File: config.mk
export PLATFORM = sky130hd
export DESIGN_NAME = sync_pulse_arb
export DESIGN_NICKNAME = d
export VERILOG_FILES = /design/src/rtl/sync_pulse_arb.sv
export SDC_FILE = /design/constraint.sdc
export NUM_CORES = 1
export LEC_CHECK = 0
export CAP_MARGIN = 25
export CORE_AREA = 2 2 59 45
export CTS_BUF_LIST = sky130_fd_sc_hd__clkbuf_8
export DETAILED_ROUTE_END_ITERATION = 7
export DIE_AREA = 0 0 61 47
export GPL_TIMING_DRIVEN = 1
export PLACE_DENSITY = 0.73
export SKIP_LAST_GASP = 1
export SYNTH_ARGS = -nofsm -noshare
export SYNTH_HDL_FRONTEND = slang
export SYNTH_SLANG_ARGS = --single-unit
File: constraint.sdc
create_clock -name clka -period 4.5 [get_ports clka]
set_input_delay 0.675 -clock clka [delete_from_list [all_inputs] [get_ports clka]]
set_output_delay 0.675 -clock clka [all_outputs]
set_load 0.005 [all_outputs]
File: src/rtl/sync_pulse_arb.sv
// Round-robin arbiter sharing one four-phase request/ack crossing among N pulse sources.
// Optional watchdog enabled by defining SYNC_ARB_TIMEOUT_EN.
module sync_pulse_arb #(
  parameter int unsigned N           = 4,
  parameter int unsigned ID_W        = 2,
  parameter int unsigned TIMEOUT_CYC = 255
) (
  input  logic            clka,
  input  logic            rst_n,
  input  logic [N-1:0]    pulse_in,
  input  logic            sync_ack,
  input  logic            err_clr,
  output logic            sync_req,
  output logic [ID_W-1:0] sync_id,
  output logic            busy,
  output logic [N-1:0]    pend,
  output logic [N-1:0]    done_pulse,
  output logic [N-1:0]    drop_err,
  output logic            timeout_err
);

  typedef enum logic [1:0] {StIdle, StReq, StRelease} state_e;
  state_e state_q, state_d;

  logic            ack_meta_q, ack_s_q;
  logic [ID_W-1:0] ptr_q, ptr_d, id_q, id_d, gnt_idx;
  logic            req_q, req_d, busy_q, busy_d;
  logic            found, grant, tmo_hit, abort, done_ok;
  logic [N-1:0]    pend_q, pend_d, done_q, done_d, drop_q, drop_d, grant_oh;

  always_ff @(posedge clka or negedge rst_n) begin
    if (!rst_n) begin
      state_q    <= StIdle;
      ack_meta_q <= 1'b0;
      ack_s_q    <= 1'b0;
      ptr_q      <= '0;
      id_q       <= '0;
      req_q      <= 1'b0;
      busy_q     <= 1'b0;
      pend_q     <= '0;
      done_q     <= '0;
      drop_q     <= '0;
    end else begin
      state_q    <= state_d;
      ack_meta_q <= sync_ack;
      ack_s_q    <= ack_meta_q;
      ptr_q      <= ptr_d;
      id_q       <= id_d;
      req_q      <= req_d;
      busy_q     <= busy_d;
      pend_q     <= pend_d;
      done_q     <= done_d;
      drop_q     <= drop_d;
    end
  end

  // First pending index at or above the pointer wins; otherwise wrap to the lowest pending one.
  always_comb begin
    found   = 1'b0;
    gnt_idx = '0;
    for (int unsigned i = 0; i < N; i++) begin
      if (!found && pend_q[i] && (ID_W'(i) >= ptr_q)) begin
        found   = 1'b1;
        gnt_idx = ID_W'(i);
      end
    end
    for (int unsigned i = 0; i < N; i++) begin
      if (!found && pend_q[i]) begin
        found   = 1'b1;
        gnt_idx = ID_W'(i);
      end
    end
  end

  // Holding off while ack_s is high keeps a new request from rising into a stale ack.
  assign grant   = (state_q == StIdle) && found && !ack_s_q;
  assign done_ok = !ack_s_q && !abort;

  always_comb begin
    state_d = state_q;
    unique case (state_q)
      StIdle:    if (grant) state_d = StReq;
      StReq:     if (ack_s_q || tmo_hit) state_d = StRelease;
      StRelease: if (done_ok || tmo_hit) state_d = StIdle;
      default:   state_d = StIdle;
    endcase
  end

  always_comb begin
    grant_oh = grant ? (N'(1) << gnt_idx) : '0;
    pend_d   = (pend_q & ~grant_oh) | pulse_in;
    drop_d   = (err_clr ? '0 : drop_q) | (pulse_in & pend_q & ~grant_oh);
    ptr_d    = ptr_q;
    id_d     = id_q;
    req_d    = req_q;
    busy_d   = busy_q;
    done_d   = '0;
    if (grant) begin
      ptr_d  = (32'(gnt_idx) == N - 1) ? '0 : gnt_idx + 1'b1;
      id_d   = gnt_idx;
      req_d  = 1'b1;
      busy_d = 1'b1;
    end
    if (state_q == StReq && state_d == StRelease) req_d = 1'b0;
    if (state_q == StRelease && state_d == StIdle) begin
      busy_d = 1'b0;
      if (done_ok) done_d = N'(1) << id_q;
    end
  end

`ifdef SYNC_ARB_TIMEOUT_EN
  localparam int unsigned CntW = (TIMEOUT_CYC > 1) ? $clog2(TIMEOUT_CYC) : 1;

  logic [CntW-1:0] cnt_q, cnt_d;
  logic            abort_q, abort_d, tmo_err_q, tmo_err_d;

  assign tmo_hit = (state_q != StIdle) && (cnt_q == CntW'(TIMEOUT_CYC - 1));

  // After a REQ timeout the release phase runs out its own timer instead of trusting ack.
  always_comb begin
    cnt_d   = ((state_q == StIdle) || (state_d != state_q)) ? '0 : cnt_q + 1'b1;
    abort_d = abort_q;
    if (state_q == StReq && state_d == StRelease) abort_d = !ack_s_q;
    else if (state_d == StIdle)                    abort_d = 1'b0;
    tmo_err_d = (err_clr ? 1'b0 : tmo_err_q) |
                (tmo_hit && !((state_q == StReq) ? ack_s_q : done_ok));
  end

  always_ff @(posedge clka or negedge rst_n) begin
    if (!rst_n) begin
      cnt_q     <= '0;
      abort_q   <= 1'b0;
      tmo_err_q <= 1'b0;
    end else begin
      cnt_q     <= cnt_d;
      abort_q   <= abort_d;
      tmo_err_q <= tmo_err_d;
    end
  end

  assign abort       = abort_q;
  assign timeout_err = tmo_err_q;
`else
  // Parameter still referenced so the disabled build elaborates without unused warnings.
  assign tmo_hit     = 1'b0 & (TIMEOUT_CYC == 0);
  assign abort       = 1'b0;
  assign timeout_err = 1'b0;
`endif

  assign sync_req   = req_q;
  assign sync_id    = id_q;
  assign busy       = busy_q;
  assign pend       = pend_q;
  assign done_pulse = done_q;
  assign drop_err   = drop_q;

endmodule
==> results_tabular.tex, run 1 <==
\begin{tabular}{lr}
\hline
Metric & Value \\
\hline
\multicolumn{2}{l}{\textbf{Setup path}} \\
\quad Setup crit start kind & flip-flop \\
\quad Largest fanout of any net on the critical path & 7 \\
\quad CP arrival & 1310 ps \\
\quad Reg2reg end & ptr\_q[1] \\
\quad Required time reported for the critical path endpoint & 3830 ps \\
\quad Beginning of the worst register-to-register path & pend[2] \\
\quad Cell Chain, Critical Path & clkdlybuf4s50\_1 \\
\quad Category of the worst setup path capture point & output pin \\
\quad Length in cells of the worst reg-to-reg path & 5 \\
\quad Delay of the slowest cell on the worst path & 560 ps \\
\quad Worst Setup SP & pend[0] \\
\quad Kind of cell adding the most delay to the critical path & buffers and inverters \\
\quad Buffers \& Inverters on Critical Path & 1 \\
\quad R2R setup slack & 2670 ps \\
\quad Critical-path top delay cell & clkdlybuf4s50\_1 \\
\quad Start-to-end type of the worst setup path & reg2out \\
\quad Depth of the critical timing path with buffers and inverters included & 1 \\
\multicolumn{2}{l}{\textbf{Clocking}} \\
\quad Number of buffers between clock root and the deepest sink & 2 \\
\quad Clock transition at path regs & 70 ps \\
\quad CTS tree & done \\
\quad Post-CTS Resized & 0 \\
\quad Post-CTS Setup Bufs & 0 \\
\quad Clock root cell & clkbuf\_8 \\
\quad Total of hold buffers inserted after clock tree synthesis & 0 \\
\quad H-tree lvl count & 1 \\
\quad Number of sinks driven by the clock tree & 22 \\
\quad Clk\_lat worst skew & between 200 and 300 ps \\
\quad Clock buffers created by TritonCTS & 3 \\
\multicolumn{2}{l}{\textbf{Layout}} \\
\quad Final cell count without fillers & 145 \\
\quad Count of inserted antenna diode cells & 0 \\
\quad Area added between synthesis and finish & 32.5\% \\
\quad Final design utilization & 0.565 \\
\quad Total Nets Final & between 100 and 150 \\
\quad Multi-input gate area in the final layout & 415 µm² \\
\quad Filler cell count & 207 \\
\quad Fraction of final layout cells with drive strength greater than 1 & 0.0991 \\
\quad Area occupied by registers & around 550 µm² \\
\multicolumn{2}{l}{\textbf{Min path}} \\
\quad Hold path cells & 0 \\
\quad Worst min-delay path class & reg2reg \\
\quad Hold EP & ack\_s\_q \\
\quad Min-delay src & ack\_meta\_q \\
\multicolumn{2}{l}{\textbf{Power and ir drop}} \\
\quad Sequential cell fraction of total power & 0.441 \\
\quad Proportion of power drawn by the clock network & 0.207 \\
\quad Total net switching power & 0.000211 W \\
\quad Total power of the final layout & 0.000662 W \\
\quad Int Pwr & 0.000451 W \\
\quad Combinational share of power & 0.351 \\
\quad Worst vdd ir & 0.270 mV \\
\quad Sw Share & 0.319 \\
\quad Total power divided by cell area & 507 nW/µm² \\
\quad Static leakage power & about 0.54 nW \\
\multicolumn{2}{l}{\textbf{Logic synthesis}} \\
\quad Number of flops mapped to enable cells by yosys & 0 \\
\quad Dominant cell by count in the synthesized netlist & dfrtp\_1 \\
\quad Most instantiated flip-flop cell in the synthesis netlist & dfrtp\_1 \\
\quad Net count after synthesis & 97 \\
\quad Library cell occupying the most area in the post-synthesis netlist & dfrtp\_1 \\
\quad Portion of netlist area occupied by mux cells & 0.0152 \\
\quad Compound-gate portion of the synthesized area & 0.172 \\
\quad Xor and xnor area share after synthesis & 0.00889 \\
\quad Cells after Synth & 85 \\
\quad Share of the yosys chip area belonging to registers & 0.559 \\
\quad Fraction of the mapped netlist area in simple logic gates & 0.172 \\
\quad Most frequent cells after synthesis & 22 x dfrtp\_1, 7 x nand2\_1, 6 x nor2\_1 \\
\quad Warnings from Yosys & 0 \\
\quad Cells taking the most area after synthesis & dfrtp\_1 56\%, ha\_1 5.1\%, a32o\_1 4.1\% \\
\quad Dominant combinational cell family by area after synthesis & compound AO/OA/AOI/OAI gates \\
\quad Synthesized flop and latch total & 22 \\
\quad Post-synth ARST share & 1.00 \\
\quad Mean post-synth cell area & 11.6 µm² \\
\quad Area share of the leading cell type in the synthesized netlist & 0.559 \\
\quad Count of cell types in the netlist & 31 \\
\quad Post-synthesis adder-cell area fraction & 0.0508 \\
\quad Synthesized cell area & 985 µm² \\
\multicolumn{2}{l}{\textbf{Floorplan}} \\
\quad Die ar. & 2870 µm² \\
\quad Placeable core region & roughly 2300 µm² \\
\quad Initial core utilization & 0.427 \\
\quad Count of pins on the block boundary & 25 \\
\quad X dimension of the die & 61 µm \\
\quad Number of placement rows & 15 \\
\quad Y dimension of the die & about 47 µm \\
\multicolumn{2}{l}{\textbf{Routing}} \\
\quad Post-DRT Antenna Nets & 0 \\
\quad Initial DRC Count & 42 \\
\quad First-pass DRT Iterations & 4 \\
\quad DRC errors left & 0 \\
\quad Total vias in the final route & 771 \\
\quad Via/cell ratio & around 5.3 \\
\quad WL final & 1.98 mm \\
\quad Average detailed-routed wire length per instance & 13.7 µm \\
\multicolumn{2}{l}{\textbf{Global route}} \\
\quad Total overflow reported by the global router & 0 \\
\quad Number of antenna violations at the first check in global routing & 0 \\
\quad Pin count of the biggest net entering global routing & 23 \\
\quad First-pass GRT wire length & 3.36 mm \\
\quad GRT Overall Usage & 0.164 \\
\quad Via count of the first global-routing pass & 706 \\
\multicolumn{2}{l}{\textbf{Placement}} \\
\quad Number of buffers inserted by port buffering & 23 \\
\quad Number of placed instances, taps included & 141 \\
\quad Placed wire-length estimate & 1.49 mm \\
\quad Final estimated routing congestion in global placement & 0.815 \\
\multicolumn{2}{l}{\textbf{STA}} \\
\quad RSZ-0062 raised after global routing & false \\
\quad Period utilisation layout & 0.442 \\
\quad Slew Limit Fails & 0 \\
\quad Maximum achievable frequency & 503 MHz \\
\quad Final hold violation count & 0 \\
\quad Final min period & between 1500 and 2000 ps \\
\quad Number of setup violations in the final report & 0 \\
\quad Setup TNS & 0 ps \\
\quad Tightest slew margin relative to the limit & 0.374 \\
\quad Worst slew pin tran & 936 ps \\
\quad Clock skew after layout & $\sim$1.9 ps \\
\multicolumn{2}{l}{\textbf{Run status}} \\
\quad Run status & finished clean \\
\multicolumn{2}{l}{\textbf{Flow run}} \\
\quad Number of violations of the max-capacitance limit & 0 \\
\hline
\end{tabular}
[metal layers]
metal | up-vias | global-route usage | share of wire
met5 | - | 0 | 0
met4 | 0 | 0.0348 | 0.014
li1 | 355 | - | -
met2 | 34 | 0.249 | 0.46
met1 | 378 | 0.230 | 0.45
met3 | 4 | 0.0579 | 0.074
[kinds of logic after synthesis]
family | Yosys count
xor+xnor | 1
mux | 1
other cells | 1
flops | 22
simple gates | 29
compound gates | 23
fa+ha+maj | 4
buf+inv | 4
[worst max path at each step]
stage                        to
floorplan              ptr_q[1]
global placement    drop_err[2]
detailed placement      pend[1]
CTS                     pend[0]
global route            pend[2]
finish                  pend[0]
[per-stage QoR]
stage | cell area, µm² | hold WS, ps | setup WS [ps]
5_1_grt | 1310 | 381 | 2450
2_1_floorplan | 985 | 331 | 2850
3_3_place_gp | 1250 | 333 | 2640
3_5_place_dp | 1250 | 348 | 2620
4_1_cts | 1310 | 366 | 2520
6_report | 1310 | 360 | 2510
[final cells by class]
| type | count | area share |
|---|---|---|
| inverter | 3 | 0.00863 |
| timing repair buffer | 23 | 0.176 |
| tap | 34 | 0.0326 |
| clock buffer | 4 | 0.0422 |
| multi-input combinational | 59 | 0.318 |
| sequential | 22 | 0.422 |
[placed cells by master (no fill, tap or decap), types with 3 or more instances in the layout]
cell,synthesis,final
a21o_1,4,4
a21oi_1,5,5
a32o_1,4,4
clkbuf_8,0,4
clkdlybuf4s50_1,0,23
dfrtp_1,22,22
ha_1,4,4
inv_1,3,3
nand2_1,7,7
nor2_1,6,6
o21ai_0,4,4
[power groups by stage]
stage	clock network (W)	logic (W)	registers (W)
3_3_place_gp	0	0.000226	0.000291
6_report	0.000137	0.000233	0.000292
4_1_cts	0.000141	0.000233	0.000292
5_1_grt	0.000149	0.000266	0.000302
3_5_place_dp	0	0.000230	0.000296
2_1_floorplan	0	0.000133	0.000286
[sequential cells by signal (all words and copies together), names as in the netlist, 2 cells and up]
signal and flops:
pend 4, ptr_q 2, done_pulse 4, sync_id 2, drop_err 4, state_q 2
No activity file was read; power rests on OpenSTA's default activity.
==> run 2: changes to the inputs <==
==> constraint.sdc (replaced) <==
create_clock -name clka -period 2 [get_ports clka]
set_input_delay 0.3 -clock clka [delete_from_list [all_inputs] [get_ports clka]]
set_output_delay 0.3 -clock clka [all_outputs]
set_load 0.005 [all_outputs]
==> run 2 against run 1 <==
  * Register-to-register slack got worse by 2500 ps
  * Via count down 4.8%
  * Hold slack worse by 4.0 ps
  * Total power up 120%
  * Non-clock buffer count increased by 1
  * Worst setup slack worse by 2400 ps
  * Largest cell class unchanged
  * Largest power group unchanged
  * Highest routed layer unchanged
==> results_tabular.tex, run 2 (synthesis gave the netlist of run 1 again) <==
\begin{tabular}{lr}
\hline
Metric & Value \\
\hline
\multicolumn{2}{l}{\textbf{Flow run}} \\
\quad Number of violations of the max-capacitance limit & 0 (unchanged) \\
\multicolumn{2}{l}{\textbf{Setup path}} \\
\quad Critical-path top delay cell & dfrtp\_1 \\
\quad CP arrival & 1990 ps (+680 ps) \\
\quad Setup crit start kind & flip-flop \\
\quad Required time reported for the critical path endpoint & 2140 ps (-1690 ps) \\
\quad Largest fanout of any net on the critical path & 8 (+1) \\
\quad Buffers \& Inverters on Critical Path & 0 (-1) \\
\quad Delay of the slowest cell on the worst path & 470 ps (-90 ps) \\
\quad Kind of cell adding the most delay to the critical path & simple AND/OR/NAND/NOR gates \\
\quad Cell Chain, Critical Path & nor2b\_1 -> and2\_1 -> nor3\_1 -> ha\_1 -> mux2\_4 \\
\quad Category of the worst setup path capture point & flip-flop \\
\quad Start-to-end type of the worst setup path & reg2reg \\
\multicolumn{2}{l}{\textbf{Global route}} \\
\quad GRT Overall Usage & 0.168 (+0.00365) \\
\quad Total overflow reported by the global router & 0 (unchanged) \\
\quad First-pass GRT wire length & 3.33 mm (-1.0\%) \\
\quad Pin count of the biggest net entering global routing & 23 (unchanged) \\
\quad Via count of the first global-routing pass & 690 (-2.3\%) \\
\quad Number of antenna violations at the first check in global routing & 0 (unchanged) \\
\multicolumn{2}{l}{\textbf{STA}} \\
\quad Maximum achievable frequency & around 540 MHz \\
\quad Final min period & 1840 ps \\
\quad Setup TNS & 0 ps (unchanged) \\
\quad Number of setup violations in the final report & 0 (unchanged) \\
\quad RSZ-0062 raised after global routing & false \\
\quad Clock skew after layout & 5.67 ps (+3.74 ps) \\
\quad Worst hold slack across all endpoints & 356 ps (-4.04 ps) \\
\quad Slew Limit Fails & 0 (unchanged) \\
\quad Final hold violation count & 0 (unchanged) \\
\quad Setup WS post-layout & 158 ps (-2350 ps) \\
\quad Period utilisation layout & 0.921 \\
\multicolumn{2}{l}{\textbf{Floorplan}} \\
\quad Placeable core region & 2310 µm² (unchanged) \\
\quad Number of placement rows & 15 (unchanged) \\
\quad X dimension of the die & 61 µm (unchanged) \\
\quad Count of pins on the block boundary & 25 (unchanged) \\
\quad Die ar. & 2870 µm² (unchanged) \\
\quad Y dimension of the die & 47 µm (unchanged) \\
\quad Initial core utilization & 0.427 (unchanged) \\
\multicolumn{2}{l}{\textbf{Clocking}} \\
\quad Clock buffers created by TritonCTS & 3 (unchanged) \\
\quad Number of sinks driven by the clock tree & 22 (unchanged) \\
\quad Clock transition at path regs & 80 ps (about the same) \\
\quad H-tree lvl count & 1 (unchanged) \\
\quad Total of hold buffers inserted after clock tree synthesis & 0 (unchanged) \\
\quad CTS tree & done \\
\quad Clock root cell & clkbuf\_8 \\
\quad Clk\_lat worst skew & 260 ps (about the same) \\
\quad Number of buffers between clock root and the deepest sink & 2 (unchanged) \\
\multicolumn{2}{l}{\textbf{Layout}} \\
\quad Count of inserted antenna diode cells & 0 (unchanged) \\
\quad Area added between synthesis and finish & 32.5\% (unchanged) \\
\quad Most frequent cells in the layout & 23 x clkdlybuf4s50\_1, 22 x dfrtp\_1, 7 x nand2\_1 \\
\quad Final non-filler cell area & 1310 µm² (unchanged) \\
\quad Commonest non-fill, non-tap cell in the layout & clkdlybuf4s50\_1 \\
\quad Total Nets Final & 125 (+0.81\%) \\
\quad Fraction of final layout cells with drive strength greater than 1 & 0.108 (+0.00901) \\
\multicolumn{2}{l}{\textbf{Power and ir drop}} \\
\quad Total power divided by cell area & 1130 nW/µm² (+120\%) \\
\quad Static leakage power & 0.540 nW (-0.30\%) \\
\quad Worst vdd ir & 0.650 mV (+140\%) \\
\multicolumn{2}{l}{\textbf{Routing}} \\
\quad Post-DRT Antenna Nets & 0 (unchanged) \\
\quad Via/cell ratio & 5.06 (-4.8\%) \\
\quad Initial DRC Count & 26 (-38\%) \\
\quad First-pass DRT Iterations & 4 (unchanged) \\
\quad DRC errors left & 0 (unchanged) \\
\quad WL final & 2.03 mm (+2.6\%) \\
\quad Average detailed-routed wire length per instance & 14.0 µm (+2.6\%) \\
\quad Total vias in the final route & 734 (-4.8\%) \\
\multicolumn{2}{l}{\textbf{Run status}} \\
\quad Run status & finished clean \\
\multicolumn{2}{l}{\textbf{Placement}} \\
\quad Placed wire-length estimate & 1.51 mm (+1.9\%) \\
\quad Final estimated routing congestion in global placement & 0.843 (+3.4\%) \\
\quad Placement-stage worst setup slack & 125 ps (-2490 ps) \\
\quad Standard cell area after detailed placement & 1260 µm² (+0.60\%) \\
\quad Number of buffers inserted by port buffering & 23 (unchanged) \\
\multicolumn{2}{l}{\textbf{Min path}} \\
\quad Worst min-delay path class & reg2reg \\
\hline
\end{tabular}
run 2: cell types whose count changed in the layout (fill, tap and decap cells not counted), sizes merged:
cell	previous run	this run
buf	0	1
clkbuf	4	3
run 2: repair_timing:
item,CTS,global route
buffers inserted,0,0
gates resized for setup,0,1
endpoints found under the setup margin,0,3
run 2: cell type report:
class                           instances  area [µm²]
Fill cell                             226        1000
Sequential cell                        22         551
Multi-Input combinational cell         59         422
Timing Repair Buffer                   24         238
Tap cell                               34        42.5
Clock buffer                            3        41.3
Inverter                                3        11.3
run 2: final timing paths:
check / startpoint / endpoint / slack, ps / cells after the start
setup / recovery: pend[2] / ptr_q[1] / 160 / 5
hold / removal: ack_meta_q / ack_s_q / 360 / 0
setup reg to reg: pend[2] / ptr_q[1] / 160 / 5
hold reg to reg: ack_meta_q / ack_s_q / 360 / 0
max in group asynchronous: rst_n / drop_err[0] / 1390 / 2
min in group asynchronous: rst_n / pend[1] / 390 / 2
run 2: routing by layer:
| layer | up-vias | global-route usage | routed length, µm |
|---|---|---|---|
| li1 | 359 | - | - |
| met1 | 348 | 0.252 | 1020 |
| met2 | 25 | 0.224 | 839 |
| met3 | 2 | 0.0716 | 153 |
| met4 | 0 | 0.0391 | 19 |
| met5 | - | 0 | 0 |
run 2: power by group:
group	switching [W]	internal [W]
Combinational	0.000241	0.000308
Sequential	0.000117	0.000541
Clock	0.000133	0.000134
run 2: stage by stage:
| stage | std cells | util | total power [W] |
|---|---|---|---|
| floorplan | 85 | - | 0.000943 |
| global placement | 142 | 0.545 | 0.00118 |
| detailed placement | 142 | 0.545 | 0.00121 |
| CTS | 145 | 0.563 | 0.00147 |
| global route | 145 | 0.565 | 0.00158 |
| finish | 145 | 0.565 | 0.00147 |
==> run 3: changes to the inputs <==
--- a/config.mk
+++ b/config.mk
@@ -12,6 +12,7 @@
 export DIE_AREA = 0 0 61 47
 export GPL_TIMING_DRIVEN = 1
 export PLACE_DENSITY = 0.73
+export RECOVER_POWER = 50
 export SKIP_LAST_GASP = 1
 export SYNTH_ARGS = -nofsm -noshare
 export SYNTH_HDL_FRONTEND = slang
==> run 3 against run 2 <==
  * Sequential share of layout area up 0.12 points
  * Non-clock buffer count unchanged
  * Maximum frequency unchanged
  * Critical path type unchanged
  * Critical endpoint unchanged
  * Largest power group unchanged
==> results_tabular.tex, run 3 (synthesis gave the netlist of run 1 again) <==
\begin{tabular}{lr}
\hline
Metric & Value \\
\hline
\multicolumn{2}{l}{\textbf{Power and ir drop}} \\
\quad Sw Share & 0.334 (+0.000392) \\
\quad Total power divided by cell area & 1130 nW/µm² (+0.14\%) \\
\quad Sequential cell fraction of total power & 0.447 (about the same) \\
\quad Total net switching power & 0.000491 W (about the same) \\
\quad Proportion of power drawn by the clock network & 0.181 (about the same) \\
\quad Total power of the final layout & 0.00147 W (-0.15\%) \\
\quad Worst vdd ir & 0.648 mV (-0.31\%) \\
\quad Static leakage power & 0.541 nW (about the same) \\
\quad Combinational share of power & 0.372 (about the same) \\
\quad Int Pwr & 0.000981 W (-0.21\%) \\
\multicolumn{2}{l}{\textbf{Setup path}} \\
\quad CP arrival & 1990 ps (about the same) \\
\quad Worst Setup SP & pend[2] \\
\quad Setup crit start kind & flip-flop \\
\quad Cell Chain, Critical Path & nor2b\_1 -> and2\_1 -> nor3\_1 -> ha\_1 -> mux2\_4 \\
\quad Delay of the slowest cell on the worst path & 470 ps (about the same) \\
\quad Largest fanout of any net on the critical path & 8 (unchanged) \\
\quad CP endpoint & ptr\_q[1] \\
\quad R2R setup slack & 160 ps (about the same) \\
\quad Length in cells of the worst reg-to-reg path & 5 (unchanged) \\
\quad Critical-path top delay cell & dfrtp\_1 \\
\quad Beginning of the worst register-to-register path & pend[2] \\
\quad Reg2reg end & ptr\_q[1] \\
\quad Start-to-end type of the worst setup path & reg2reg \\
\quad Required time reported for the critical path endpoint & 2140 ps (about the same) \\
\quad Category of the worst setup path capture point & flip-flop \\
\multicolumn{2}{l}{\textbf{STA}} \\
\quad Slew Limit Fails & 0 (unchanged) \\
\quad RSZ-0062 raised after global routing & false \\
\quad Final min period & 1840 ps (unchanged) \\
\quad Setup TNS & 0 ps (unchanged) \\
\quad Maximum achievable frequency & 543 MHz (unchanged) \\
\quad Worst slew pin tran & 1170 ps \\
\quad Number of setup violations in the final report & 0 (unchanged) \\
\quad Tightest slew margin relative to the limit & 0.219 \\
\quad Worst hold slack across all endpoints & 356 ps (unchanged) \\
\quad Clock skew after layout & 5.67 ps (unchanged) \\
\quad Period utilisation layout & 0.921 (unchanged) \\
\quad Final hold violation count & 0 (unchanged) \\
\multicolumn{2}{l}{\textbf{Global route}} \\
\quad First-pass GRT wire length & 3.33 mm (unchanged) \\
\quad GR met2 Demand/Resource & 0.224 (unchanged) \\
\quad Number of antenna violations at the first check in global routing & 0 (unchanged) \\
\quad Via count of the first global-routing pass & 690 (unchanged) \\
\quad Pin count of the biggest net entering global routing & 23 (unchanged) \\
\quad Total overflow reported by the global router & 0 (unchanged) \\
\quad Most used routing layer in global routing & met1 \\
\quad Global-route track usage on met3 & 0.0716 (unchanged) \\
\quad Met1 Track Usage GR & 0.252 (unchanged) \\
\quad GRT Overall Usage & 0.168 (unchanged) \\
\multicolumn{2}{l}{\textbf{Routing}} \\
\quad WL final & 2.03 mm (-0.15\%) \\
\quad Average detailed-routed wire length per instance & 14.0 µm (-0.15\%) \\
\quad Post-DRT Antenna Nets & 0 (unchanged) \\
\quad Initial DRC Count & 26 (unchanged) \\
\quad Total vias in the final route & 734 (unchanged) \\
\quad DRC errors left & 0 (unchanged) \\
\quad Via/cell ratio & 5.06 (unchanged) \\
\quad First-pass DRT Iterations & 4 (unchanged) \\
\multicolumn{2}{l}{\textbf{Clocking}} \\
\quad Total of hold buffers inserted after clock tree synthesis & 0 (unchanged) \\
\quad Clock transition at path regs & 80 ps (about the same) \\
\quad Number of sinks driven by the clock tree & 22 (unchanged) \\
\quad Clock buffers created by TritonCTS & 3 (unchanged) \\
\quad Number of buffers between clock root and the deepest sink & 2 (unchanged) \\
\quad Clk\_lat worst skew & 260 ps (about the same) \\
\quad CTS tree & done \\
\quad Clock root cell & clkbuf\_8 \\
\quad H-tree lvl count & 1 (unchanged) \\
\multicolumn{2}{l}{\textbf{Floorplan}} \\
\quad Initial core utilization & 0.427 (unchanged) \\
\quad Y dimension of the die & 47 µm (unchanged) \\
\quad Placeable core region & 2310 µm² (unchanged) \\
\quad X dimension of the die & 61 µm (unchanged) \\
\quad Number of placement rows & 15 (unchanged) \\
\quad Count of pins on the block boundary & 25 (unchanged) \\
\quad Die ar. & 2870 µm² (unchanged) \\
\multicolumn{2}{l}{\textbf{Run status}} \\
\quad Run status & finished clean \\
\multicolumn{2}{l}{\textbf{Layout}} \\
\quad Final cell count without fillers & 145 (unchanged) \\
\quad Final non-filler cell area & 1300 µm² (-0.29\%) \\
\quad Commonest non-fill, non-tap cell in the layout & dfrtp\_1 \\
\quad Most frequent cells in the layout & 22 x dfrtp\_1, 20 x clkdlybuf4s50\_1, 7 x nand2\_1 \\
\quad Fraction of final layout cells with drive strength greater than 1 & 0.0991 (-0.00901) \\
\quad Total Nets Final & 125 (unchanged) \\
\quad Count of inserted antenna diode cells & 0 (unchanged) \\
\quad Area added between synthesis and finish & 32.1\% \\
\multicolumn{2}{l}{\textbf{Min path}} \\
\quad Worst min-delay path class & reg2reg \\
\multicolumn{2}{l}{\textbf{Placement}} \\
\quad Final estimated routing congestion in global placement & 0.843 (unchanged) \\
\quad Placed wire-length estimate & 1.51 mm (unchanged) \\
\quad Number of buffers inserted by port buffering & 23 (unchanged) \\
\quad Standard cell area after detailed placement & 1260 µm² (unchanged) \\
\quad Number of placed instances, taps included & 142 (unchanged) \\
\multicolumn{2}{l}{\textbf{Flow run}} \\
\quad Number of violations of the max-capacitance limit & 0 (unchanged) \\
\hline
\end{tabular}
## run 3: what timing repair did
action	in CTS	in global routing
setup buffers	0	0
hold endpoints to repair	0	0
setup endpoints to repair	0	3
gates resized for setup	0	1
## run 3: layout make-up
| cell class | count | area [µm²] |
|---|---|---|
| fillers | 228 | 1010 |
| flip-flops and latches | 22 | 551 |
| multi-input cells | 59 | 422 |
| repair buffers | 24 | 234 |
| well taps | 34 | 42.5 |
| clock buffers | 3 | 41.3 |
| inverters | 3 | 11.3 |
## run 3: how the worst min path moves through the flow
stage                          start         end  slack, ps  cells past startpoint
after floorplan                rst_n  ack_meta_q          4                      0
after global placement    ack_meta_q     ack_s_q        330                      0
after detailed placement  ack_meta_q     ack_s_q        340                      0
after CTS                 ack_meta_q     ack_s_q        360                      0
after global routing      ack_meta_q     ack_s_q        370                      0
final                     ack_meta_q     ack_s_q        360                      0
## run 3: power groups by stage
stage	Combinational [W]	Sequential, W	Clock [W]
final	0.000547	0.000658	0.000267
after global routing	0.000605	0.000681	0.000292
after CTS	0.000545	0.000657	0.000272
after detailed placement	0.000540	0.000666	0
after global placement	0.000522	0.000657	0
after floorplan	0.000299	0.000644	0
## run 3: routing by layer
layer,up-vias,routed length (µm)
li1,359,-
met1,348,1020
met2,25,839
met3,2,152
met4,0,19
met5,-,0
## run 3: per-stage QoR
stage | worst slack (ps) | util
2_1_floorplan | 350 | -
3_3_place_gp | 207 | 0.545
3_5_place_dp | 125 | 0.545
4_1_cts | 99.4 | 0.563
5_1_grt | 56.8 | 0.564
6_report | 158 | 0.564
## run 3: critical path: cells and delay by family, from the launching register on
family                   cells  cell delay [ps]
AND/OR/NAND/NOR              3              670
multiplexers                 1              270
flip-flops                   1              470
adder cells (fa/ha/maj)      1              310
